[src/rtl/mem_sync_array.sv]
// Single-port synchronous word memory with registered read/write-echo output
// and a hardware clear sweep that zeroes one word per cycle after reset or on request.
module mem_sync_array #(
  parameter int WIDTH  = 8,
  parameter int DEPTH  = 8,
  parameter int ADDR_W = 3
) (
  input  logic              clk,
  input  logic              rst,
  input  logic              select,
  input  logic              rw,
  input  logic [ADDR_W-1:0] address,
  input  logic [WIDTH-1:0]  data_in,
  input  logic              clear,
  output logic [WIDTH-1:0]  data_out,
  output logic              valid,
  output logic              ready,
  output logic              err
);

  typedef enum logic {S_CLEAR = 1'b0, S_IDLE = 1'b1} state_t;

  localparam logic [ADDR_W:0]   DEPTH_EXT = (ADDR_W+1)'(DEPTH);
  localparam logic [ADDR_W-1:0] LAST_CNT  = ADDR_W'(DEPTH - 1);

  state_t            state, state_nxt;
  logic [ADDR_W-1:0] cnt;
  logic [WIDTH-1:0]  mem [DEPTH];
  logic              accept, in_range, last;

  always_ff @(posedge clk) begin
    if (rst) state <= S_CLEAR;
    else     state <= state_nxt;
  end

  always_comb begin
    state_nxt = state;
    case (state)
      S_CLEAR: if (last)  state_nxt = S_IDLE;
      S_IDLE:  if (clear) state_nxt = S_CLEAR;
      default:            state_nxt = S_CLEAR;
    endcase
  end

  // clear has priority over a request presented in the same cycle
  always_comb begin
    ready    = (state == S_IDLE);
    accept   = ready && select && !clear;
    in_range = ({1'b0, address} < DEPTH_EXT);
    last     = (cnt == LAST_CNT);
  end

  always_ff @(posedge clk) begin
    if (rst)                  cnt <= '0;
    else if (state == S_CLEAR) cnt <= last ? '0 : cnt + 1'b1;
    else if (clear)           cnt <= '0;
  end

  always_ff @(posedge clk) begin
    if (!rst) begin
      if (state == S_CLEAR)                   mem[cnt]     <= '0;
      else if (accept && in_range && !rw)     mem[address] <= data_in;
    end
  end

  // output stage: read data or write echo, one edge after the request
  always_ff @(posedge clk) begin
    if (rst) begin
      data_out <= '0;
      valid    <= 1'b0;
      err      <= 1'b0;
    end else begin
      valid <= 1'b0;
      err   <= 1'b0;
      if (accept) begin
        if (in_range) begin
          valid    <= 1'b1;
          data_out <= rw ? mem[address] : data_in;
        end else begin
          err <= 1'b1;
        end
      end
    end
  end

endmodule

[config.mk]
export PLATFORM = sky130hd
export DESIGN_NAME = mem_sync_array
export DESIGN_NICKNAME = d
export VERILOG_FILES = /design/src/rtl/mem_sync_array.sv
export SDC_FILE = /design/constraint.sdc
export NUM_CORES = 1
export LEC_CHECK = 0
export CAP_MARGIN = 20
export CELL_PAD_IN_SITES_DETAIL_PLACEMENT = 1
export CELL_PAD_IN_SITES_GLOBAL_PLACEMENT = 1
export CORE_MARGIN = 5
export CORE_UTILIZATION = 51
export CTS_BUF_LIST = sky130_fd_sc_hd__clkbuf_2 sky130_fd_sc_hd__clkbuf_4 sky130_fd_sc_hd__clkbuf_8
export DETAILED_ROUTE_END_ITERATION = 6
export GPL_TIMING_DRIVEN = 0
export MAX_ROUTING_LAYER = met4
export PLACE_DENSITY = 0.92
export SLEW_MARGIN = 40
export SYNTH_ARGS = -nofsm -noshare
export SYNTH_HDL_FRONTEND = slang
export SYNTH_SLANG_ARGS = --single-unit
[constraint.sdc]
create_clock -name clk -period 2.8 [get_ports clk]
set_input_delay 0.56 -clock clk [delete_from_list [all_inputs] [get_ports clk]]
set_output_delay 0.56 -clock clk [all_outputs]
set_load 0.02 [all_outputs]
==> results by group <==
Die
  – Die height: 89.3 um
  – Top Ports: 27
  – Core region area: 6030 um2
  – Starting Density: 0.532
  – Full die area: 7980 um2
  – Die X: 89.3 um
  – # rows: 28

Clocking
  – Clk pin slew, worst setup/hold paths: 0.08 ns
  – Num Clock Sinks: 77
  – Cts hold-fix bufs: 0
  – Post_cts resized: 0
  – Worst-Skew Late Latency: 0.34 ns
  – H-tree depth: 3
  – Root Buffer: clkbuf_8
  – CTS tree: built
  – CTS Buffer Depth: 2
  – Cts bufs inserted: 9
  – Postcts setup bufs: 0

Critical path
  – Critical Path End Type: flop
  – Critical path class: input pin to flop
  – Crit path buffers/inverters: 2
  – Max stage delay on crit path: 0.55 ns
  – Worst EP required: 2.78 ns
  – CP max FO: 10
  – CP delay by family, top: buffers and inverters
  – Cell Chain, Critical Path: clkdlybuf4s50_1 > nor2_1 > clkbuf_1 > nand4b_1 > a21oi_2
  – Crit path arrival time: 2.47 ns
  – Startpoint Class: input pin
  – Slowest cell on crit path: a21oi_2

Yosys
  – Register bit total from synthesis: 77
  – Yosys top cell by area: edfxtp_1
  – Syn Nets: 212
  – Number of synthesized flops with an enable pin: 64
  – Synth Cell Area: 3210 um2
  – Synth top area cells: edfxtp_1, dfxtp_1, mux4_1, mux4_2, nand3_1
  – Syn Inst Count: 194
  – Register area share after synthesis: 0.680
  – Syn avg cell area: 16.5 um2
  – Asr flop ratio synth: 0
  – YS warnings: 0
  – Cell variety after synth: 33
  – Post-synth top cells: edfxtp_1, nand3_1, dfxtp_1, nand4b_1
  – Post-synth top flop: edfxtp_1
  – Most frequent cell after synthesis: edfxtp_1
  – Synth top area share: 0.599

GRT
  – Grt met3 use: 0.0350
  – Met1 Track Usage GR: 0.274
  – Largest net degree at the start of global routing: 14
  – GRT Max-Usage Layer: met2
  – Total global routing overflow: 0
  – Grt met2 use: 0.326
  – First-pass GRT wire length: 11500 um
  – Initial antenna violation count: 0
  – Vias in the first global route: 2083
  – Total track usage: 0.211

Route
  – DRC: 0
  – WL/cell: 24.4 um
  – Vias per cell: 6.17
  – Initial DRC count: 194
  – ANT nets after route: 0
  – 1st-pass router iterations: 4
  – WL final: 7530 um
  – Via count: 1900

Pwr
  – Leak pwr: 1.12 nW
  – Sequential share of power: 0.593
  – P_int: 1.65 mW
  – P per Cell Area: 574 nW/um2
  – VDD IR-drop max: 0.363 mV
  – Switching Fraction: 0.227
  – Total power: 2.14 mW
  – Comb pwr share: 0.062
  – NetSw: 0.487 mW
  – Clk pwr share: 0.345

Timing
  – Achievable frequency: 402 MHz
  – Skew final: 0.00331 ns
  – RSZ-0062 raised after global routing: false
  – Pins Over Slew Limit: 0
  – Min Clock Period, post-route: 2.48 ns
  – Worst-Margin Slew: 0.637 ns
  – Hold Vio Cnt, Final: 0
  – WHS: 0.527 ns
  – Slew HR: 0.572
  – # setup viols final: 0
  – Period utilization: 0.887

Final layout
  – Area of the multi-input gates: 968 um2
  – Post-layout util: 0.619
  – Area growth syn-to-layout: 16.3%
  – Share of cells above drive strength 1: 0.180
  – NumNets Final: 246
  – Ant diodes: 0
  – Register area: 2180 um2
  – Filler instances: 562

Placement
  – Port bufs: 23
  – HPWL Detailed: 5100 um
  – GPL Wtd Cong: 0.816

Run
  – Number of max-cap violations: 0

Min path
  – Hold Crit Class: flop to flop

Run status
  – Outcome: complete, no violations
-- kinds of logic after synthesis --
kind of cell,Yosys count,synth area share
AOI/OAI and AO/OA,12,0.0199
adders and majority gates,2,0.00780
buffers and inverters,14,0.0273
DFF,77,0.680
muxes,16,0.123
other,1,0.00117
and+or+nand+nor,72,0.141
-- layer usage --
metal,up-vias,routed length [um]
met5,-,0
met2,63,3730
met3,20,402
li1,846,-
met1,971,3140
met4,0,255
-- sequential cells by signal (all words and copies together) (netlist names) --
signal and cells:
ready 1, valid 1, data_out 8, cnt 3, mem 64
-- per-stage QoR --
stage	cell area, um2	instances	TNS, ns	worst slack, ns
floorplan	3210	194	0	0.699
global placement	3530	292	-6.43	-0.377
detailed placement	3550	292	-4.95	-0.231
CTS	3720	308	0	0.126
global route	3730	308	0	0.211
finish	3730	308	0	0.315
-- cells in the final DEF (no fill, tap or decap), types with 3 or more instances in the layout --
cell             count
nand3b_1             9
mux4_1               9
buf_2                3
mux4_2               7
a21oi_2              7
nand4b_1            10
nand2_1              6
edfxtp_1            64
dfxtp_1             13
nand3_1             20
nor2_1               5
clkbuf_1             4
clkinv_2             3
nor2b_1              3
clkbuf_8             9
clkdlybuf4s50_1     23
clkbuf_2             3
and3_1               8
-- path summary, 6_finish.rpt --
kind                    start          end  slack, ns  cells after the start
setup / recovery        clear    mem[4][6]       0.32                      5
setup reg to reg        ready    mem[3][2]       0.73                      4
hold reg to reg   data_out[7]  data_out[7]       0.53                      2
hold / removal    data_out[7]  data_out[7]       0.53                      2
-- worst reg2reg max path, cell delays in order (launching register included) --
cell	delay, ns
dfxtp_1	0.35
buf_2	0.19
nor3b_2	0.44
nor2_1	0.23
a21oi_2	0.51
-- power by group through the flow --
stage	logic, mW	clock network [mW]	registers [mW]
after detailed placement	0.131	0	1.30
after floorplan	0.0791	0	1.29
final	0.132	0.739	1.27
after global placement	0.121	0	1.29
after global routing	0.142	0.823	1.27
after CTS	0.132	0.746	1.27
-- cell type report --
type	count	share of cell area
timing repair buffer	23	0.0617
inverter	1	0.00101
multi-input combinational	103	0.260
sequential	77	0.585
tap	75	0.0252
clock buffer	11	0.0372
clock inverter	5	0.00805
buffer	13	0.0225
Power figures use the tool's default switching activity.
